File: src/rtl/seq_binary_to_bcd.sv
// Sequential double-dabble binary-to-BCD converter; one operand bit per clock, valid/ready on both sides.
// Optional macro BCD_SIGNED_EN: two's-complement operand, magnitude converted, sign on 'negative'.
module seq_binary_to_bcd #(
    parameter int unsigned WIDTH  = 8,
    parameter int unsigned DIGITS = 3
) (
    input  logic                  clk,
    input  logic                  rst_n,
    input  logic                  in_valid,
    output logic                  in_ready,
    input  logic [WIDTH-1:0]      number,
    output logic                  out_valid,
    input  logic                  out_ready,
    output logic [4*DIGITS-1:0]   bcd,
    output logic                  overflow
`ifdef BCD_SIGNED_EN
    ,
    output logic                  negative
`endif
);

    localparam int unsigned AW = 4 * DIGITS;
    localparam int unsigned CW = $clog2(WIDTH + 1);

    typedef enum logic [1:0] {
        IDLE,
        SHIFT,
        DONE
    } state_t;

    state_t           state_q, state_d;
    logic [WIDTH-1:0] sr_q, sr_d;
    logic [AW-1:0]    acc_q, acc_d;
    logic [AW-1:0]    adj;
    logic             ovf_acc_q, ovf_acc_d;
    logic [CW-1:0]    cnt_q, cnt_d;
    logic [AW-1:0]    bcd_q, bcd_d;
    logic             overflow_q, overflow_d;
    logic             out_valid_q, out_valid_d;
    logic [WIDTH-1:0] operand;
`ifdef BCD_SIGNED_EN
    logic             neg_acc_q, neg_acc_d;
    logic             negative_q, negative_d;
`endif

`ifdef BCD_SIGNED_EN
    // Magnitude as WIDTH-bit unsigned, so the most negative value maps to 2^(WIDTH-1).
    assign operand = number[WIDTH-1] ? ((~number) + WIDTH'(1)) : number;
`else
    assign operand = number;
`endif

    always_comb begin
        adj = acc_q;
        for (int unsigned i = 0; i < DIGITS; i++) begin
            if (acc_q[4*i +: 4] >= 4'd5) begin
                adj[4*i +: 4] = acc_q[4*i +: 4] + 4'd3;
            end
        end
    end

    always_comb begin
        state_d     = state_q;
        sr_d        = sr_q;
        acc_d       = acc_q;
        ovf_acc_d   = ovf_acc_q;
        cnt_d       = cnt_q;
        bcd_d       = bcd_q;
        overflow_d  = overflow_q;
        out_valid_d = out_valid_q;
`ifdef BCD_SIGNED_EN
        neg_acc_d   = neg_acc_q;
        negative_d  = negative_q;
`endif
        unique case (state_q)
            IDLE: begin
                if (in_valid) begin
                    sr_d      = operand;
                    acc_d     = '0;
                    ovf_acc_d = 1'b0;
                    cnt_d     = CW'(WIDTH);
`ifdef BCD_SIGNED_EN
                    neg_acc_d = number[WIDTH-1];
`endif
                    state_d   = SHIFT;
                end
            end
            SHIFT: begin
                // Any carry out of the top digit means the value needs more than DIGITS digits.
                acc_d     = {adj[AW-2:0], sr_q[WIDTH-1]};
                sr_d      = sr_q << 1;
                ovf_acc_d = ovf_acc_q | adj[AW-1];
                cnt_d     = cnt_q - CW'(1);
                if (cnt_q == CW'(1)) begin
                    bcd_d       = acc_d;
                    overflow_d  = ovf_acc_d;
                    out_valid_d = 1'b1;
`ifdef BCD_SIGNED_EN
                    negative_d  = neg_acc_q;
`endif
                    state_d     = DONE;
                end
            end
            DONE: begin
                if (out_ready) begin
                    out_valid_d = 1'b0;
                    state_d     = IDLE;
                end
            end
            default: state_d = IDLE;
        endcase
    end

    always_ff @(posedge clk or negedge rst_n) begin
        if (!rst_n) begin
            state_q     <= IDLE;
            sr_q        <= '0;
            acc_q       <= '0;
            ovf_acc_q   <= 1'b0;
            cnt_q       <= '0;
            bcd_q       <= '0;
            overflow_q  <= 1'b0;
            out_valid_q <= 1'b0;
`ifdef BCD_SIGNED_EN
            neg_acc_q   <= 1'b0;
            negative_q  <= 1'b0;
`endif
        end else begin
            state_q     <= state_d;
            sr_q        <= sr_d;
            acc_q       <= acc_d;
            ovf_acc_q   <= ovf_acc_d;
            cnt_q       <= cnt_d;
            bcd_q       <= bcd_d;
            overflow_q  <= overflow_d;
            out_valid_q <= out_valid_d;
`ifdef BCD_SIGNED_EN
            neg_acc_q   <= neg_acc_d;
            negative_q  <= negative_d;
`endif
        end
    end

    assign in_ready  = (state_q == IDLE);
    assign out_valid = out_valid_q;
    assign bcd       = bcd_q;
    assign overflow  = overflow_q;
`ifdef BCD_SIGNED_EN
    assign negative  = negative_q;
`endif

endmodule

File: config.mk
export PLATFORM = sky130hd
export DESIGN_NAME = seq_binary_to_bcd
export DESIGN_NICKNAME = d
export VERILOG_FILES = /design/src/rtl/seq_binary_to_bcd.sv
export SDC_FILE = /design/constraint.sdc
export NUM_CORES = 1
export LEC_CHECK = 0
export BUFFER_PORTS_ARGS = -buffer_cell sky130_fd_sc_hd__buf_2
export CAP_MARGIN = 10
export CORE_ASPECT_RATIO = 0.6
export CORE_MARGIN = 3
export CORE_UTILIZATION = 53
export CTS_BUF_LIST = sky130_fd_sc_hd__clkbuf_8
export DETAILED_ROUTE_END_ITERATION = 8
export PLACE_DENSITY = 0.77
export SYNTH_ARGS = -nofsm -noshare
export SYNTH_HDL_FRONTEND = slang
export SYNTH_SLANG_ARGS = --single-unit
File: constraint.sdc
create_clock -name clk -period 1.5 [get_ports clk]
set_clock_uncertainty 0.05 [all_clocks]
set_input_delay 0.075 -clock clk [delete_from_list [all_inputs] [get_ports clk]]
set_output_delay 0.075 -clock clk [all_outputs]
set_load 0.02 [all_outputs]
* Word-level counts from Yosys, hierarchy flattened
Cells that the tools add are included.
** Word-level totals
- Register bits after elaboration :: 41
- Input bits :: 12
- Output and inout port bits :: 15
- Word-level logic and storage cells :: 47
** Cells by class
- Add/subtract/negate cells :: 4
- Magnitude comparators :: 3
- Equality and inequality tests :: 6
- Multiplexer cells :: 18
- Bitwise gates (word level) :: 1
- Reductions and logical operators :: 7
** Operators by type and width (number)
- one-hot mux 12 bit (2 select lines) :: 1
- 2-to-1 mux 4 bit :: 4
- one-hot mux 8 bit (2 select lines) :: 1
- adder 4 x 2 -> 4 bit, second input constant :: 3
- greater-or-equal comparator 4 x 3 -> 1 bit, second input constant :: 3
- 2-to-1 mux 12 bit :: 1
- 2-to-1 mux 8 bit :: 1
- one-hot mux 4 bit (2 select lines) :: 1
- 2-to-1 mux 2 bit :: 3
- inequality test 2 bit, second input constant :: 3
- one-hot mux 2 bit (3 select lines) :: 1
- AND reduction 3 bit :: 2
- equality test 4 x 1 -> 1 bit, second input constant :: 1
- one-hot mux 1 bit (2 select lines) :: 2
- AND reduction 2 bit :: 2
- nonzero test 2 bit :: 2
- subtractor 4 x 1 -> 4 bit, second input constant :: 1
- 2-to-1 mux 1 bit :: 3
- equality test 2 x 1 -> 1 bit, second input constant :: 1
- equality test 2 bit, second input constant :: 1
- logical NOT 2 bit :: 1
- bitwise OR 1 bit :: 1

* Depth between registers and ports, before layout
- Depth after elaboration :: 4
- Depth in mapped cells :: 7
- Gate-level depth less buffers :: 6

* Least setup slack after synthesis
OpenSTA, ideal clock, no wires.
- Path type :: register -> register
- Start :: reg acc_q[8]
- End :: reg bcd_q[10], in the netlist bcd[10]
- Library setup time :: 125 ps
- Arrival time :: 1298 ps
- Required time :: 1325 ps
- Setup slack :: 27 ps
- Cell stages (with the launch flop) :: 7
- Buffers on the path :: 0
- Clock period less this slack :: 1473 ps
- Cells stage by stage :: dfrtp_1 -> inv_1 -> ha_1 -> nand2b_1 -> a21oi_2 -> mux2i_1 -> mux2_4
** On the way
- Word-level cells in the longest chain between the ends :: 2
- Elaborated cells between the ends (all ways) :: 3
- Those cells by class :: 1 x add/sub; 1 x order compare; 1 x mux
** RTL lines
- start, declared :: line 33 : logic [AW-1:0] acc_q, acc_d;
- start signal, assigned :: line 118 : acc_q <= '0;
- start signal, assigned :: line 131 : acc_q <= acc_d;
- adder 4 x 2 -> 4 bit / greater-or-equal comparator 4 x 3 -> 1 bit (equally long branches) :: line 57, 56
- 2-to-1 mux 4 bit * :: line 56 : if (acc_q[4*i +: 4] >= 4'd5) begin
- end signal, assigned :: line 121 : bcd_q <= '0;
- end signal, assigned :: line 134 : bcd_q <= bcd_d;
- end, declared :: line 37 : logic [AW-1:0] bcd_q, bcd_d;
Mark *: on every way between the ends. The rest lies on a longest branch, timed or not.
A chain may end at the register's enable or synchronous reset.

* Worst setup path in the final report
- Start :: reg acc_q[4]
- End :: reg acc_q[8]
** On the way
- Word-level cells in the longest chain between the ends :: 3
- Elaborated cells between the ends (all ways) :: 4
- Those cells by class :: 1 x add/sub; 1 x order compare; 2 x mux
** RTL lines
- adder 4 x 2 -> 4 bit / greater-or-equal comparator 4 x 3 -> 1 bit (equally long branches) :: line 57, 56
- 2-to-1 mux 4 bit * :: line 56
- one-hot mux 12 bit (2 select lines) * :: line 75 : unique case (state_q)
Marks and branches as above.

==> results_dict.tcl <==
set metrics [dict create \
    avgRoutedWirePerCell_um 17.2 \
    crit_type "flop to flop" \
    power_mw 6.36 \
    drive_gt1_share_pct 40.9 \
    hp-start "number[1]" \
    powerDensity_nw_per_um2 2350 \
    regArea_um2 1030 \
    initial_core_util_pct 59.1 \
    relSlewSlack_pct 68.2 \
    drc 0 \
    globalplace.congestion 0.851 \
    die_h_um 54.2 \
    hpwl_um 3510 \
    whs_path_depth 3 \
    cts-root-buf "clkbuf_8" \
    crit_chain "buf_4, buf_4, o21ai_1, nor3b_1, a21oi_2, o21ai_0" \
    cpPeakStageDelay_ns 0.44 \
    design_area_um2 2710 \
    synth_compound_area_share_pct 19.1 \
    clock_sinks 41 \
    met3_usage_pct 6.57 \
    syn_inst 195 \
    areaGrowthSynthToFinish_pct 32.1 \
    drt_iter0_drc 129 \
    synthXorXnorAreaFrac_pct 1.28 \
    grt_pass1_wl_um 7980 \
    drv_cap 0 \
    cp_num_buf_inv 2 \
    start_kind "flop" \
    routed_wl_um 5160 \
    portBuffers 26 \
    dp_cells 282 \
    drv_slew 0 \
    cp_max_fo 3 \
    yosys.area_share.adder_pct 4.89 \
    grt_max_degree 21 \
    violations "setup timing" \
    cts_buffers 5 \
    avgSynthCellArea_um2 10.5 \
    hold_path_end "sr_q[1]" \
    path_clk_slew_ns 0.08 \
    synth_nets 215 \
    instances_no_fill 299 \
    core_um2 3460 \
    cts_max_level 2 \
    cts_tree "built" \
    rr_worst_depth 6 \
    multi_input_area_um2 1090 \
    period_share_pct 100 \
    timing.final.hold_violations 0 \
    overflow 0 \
    cp_top_family "compound AO/OA/AOI/OAI gates" \
    crit_top_cell "buf_4" \
    vias 1710 \
    grt_use_total_pct 23.0 \
    synth_top_family_by_area "compound AO/OA/AOI/OAI gates" \
    cts_buffer_depth 2 \
    synth-seq-cells 41 \
    met2_usage_pct 35.5 \
    crit_required_ns 1.63 \
    dieWidth_um 86.3 \
    p_leak_nw 1.26 \
    io_pins 27 \
    cp.arrival_ns 1.63 \
    cp_slowest_cell "dfrtp_2" \
    hold_path.class "input pin to flop" \
    setup_tns_ns -0.00680 \
    cp.depth 6 \
    use_met1_pct 31.9 \
    synthSimpleGateAreaFrac_pct 13.2 \
    nNetsFinal 274 \
    setup_viol 1 \
    synth_area_um2 2050 \
    end_kind "flop" \
    r2r-start "acc_q[4]" \
    vdd_drop_max_uv 1410 \
    yosysWarnings 0 \
    setup_slack_ns -0.00680 \
    routed_via_density 5.72 \
    placed_area_um2 2370 \
    grt_antenna_before_repair 0 \
    fillCellCount 209 \
    status "finished with violations" \
    rows 16 \
    rrSetupSlack_ns -0.007 \
    worst_pin_slew_ns 0.477 \
    regToRegEndpoint "acc_q[8]" \
    die_area_um2 4670 \
    antenna_left 0 \
    clk_latency_ns 0.30 \
    busiest_layer "met2" \
    timing.fmax_ghz 0.664 \
    muxShareOfSynthArea_pct 7.15 \
    fin_crit_ns 1.51 \
    rsz0062_at_grt "true" \
    synth-seq-area-share_pct 50.1 \
    dr.pass1.iters 4 \
    synthDistinctLibCells 27 \
    hold_slack_ns 0.0170 \
    grt_pass1_vias 1630 \
    insertedDiodeCount 0 \
]
cell usage after synthesis (all sizes together):
library cell | count | share of area (%)
mux2 | 8 | 5.7
nand3 | 3 | 0.73
nor3b | 7 | 2.8
nor2 | 3 | 0.55
mux2i | 3 | 1.5
nor2b | 11 | 3.5
nor3 | 4 | 0.98
ha | 8 | 4.9
clkbuf | 1 | 0.18
nand2 | 15 | 2.7
buf | 8 | 2.5
nand3b | 1 | 0.37
a22oi | 7 | 2.6
o21ai | 28 | 6.8
a22o | 8 | 3.4
dfrtp | 41 | 50
xnor2 | 3 | 1.3
inv | 9 | 1.6
nand2b | 5 | 1.5
o21bai | 1 | 0.55
a21oi | 21 | 5.7
routing by layer:
metal  routed length, um  share of wire [%]
met2                2360                 46
met1                2380                 46
met3                 324                6.3
met4                  89                1.7
met5                   0                  0
state kept, by name (all words and copies together) (netlist names):
register   cells
acc_q         12
bcd           12
sr_q           8
cnt_q          4
state_q        2
out_valid      1
overflow       1
ovf_acc_q      1
through the flow:
stage | worst slack, ns | util [%]
3_5_place_dp | -0.0714 | 68.4
6_report | -0.00680 | 78.1
4_1_cts | -0.0118 | 74.3
3_3_place_gp | -0.0288 | 68.4
5_1_grt | -0.0709 | 78.1
2_1_floorplan | 0.0269 | -
cells in the final DEF (no fill, tap or decap), drive strengths merged:
cell	instances
buf	59
nand3b	1
nand2	15
nand3	3
mux2	8
nor3b	7
xnor2	3
dlygate4sd3	2
nand2b	5
mux2i	3
dfrtp	41
o21bai	1
ha	8
nor2	3
a22o	8
inv	10
a21oi	21
a22oi	7
nor2b	11
clkbuf	6
nor3	4
o21ai	28
worst register-to-register path, stage by stage, from the launching register on:
cell and delay (ns):
dfrtp_2 0.44, buf_4 0.15, buf_4 0.13, o21ai_1 0.21
nor3b_1 0.10, a21oi_2 0.19, o21ai_0 0.11
layout make-up:
class | count | share of cell area, %
inverters | 9 | 1.25
well taps | 45 | 2.08
multi-input cells | 136 | 40.4
flip-flops and latches | 41 | 38.0
repair buffers | 61 | 15.1
clock inverters | 1 | 0.139
clock buffers | 6 | 3.05
report_power, final:
part | internal, mW | switching, mW
Sequential | 1.60 | 0.497
Clock | 0.359 | 0.381
Combinational | 1.74 | 1.78
Total | 3.70 | 2.66
timing repair:
action,in CTS,in global routing
hold buffers,2,0
setup buffers,4,3
hold endpoints to repair,19,0
pin swaps,4,7
resized for setup,15,30
setup endpoints to repair,10,17
gates cloned,0,1
worst max path at each step:
stage / end / startpoint
after floorplan: bcd[10] / acc_q[8]
after global placement: bcd[6] / acc_q[5]
after detailed placement: bcd[6] / acc_q[5]
after CTS: bcd[0] / cnt_q[1]
after global routing: acc_q[8] / acc_q[4]
final: acc_q[8] / acc_q[4]
cells by family after synthesis:
logic type      Yosys count
xor+xnor                  3
simple gates             49
fa+ha+maj                 8
buf+inv                  18
compound gates           65
flops                    41
mux                      11
Note: power is estimated with default switching activity, not from simulation.
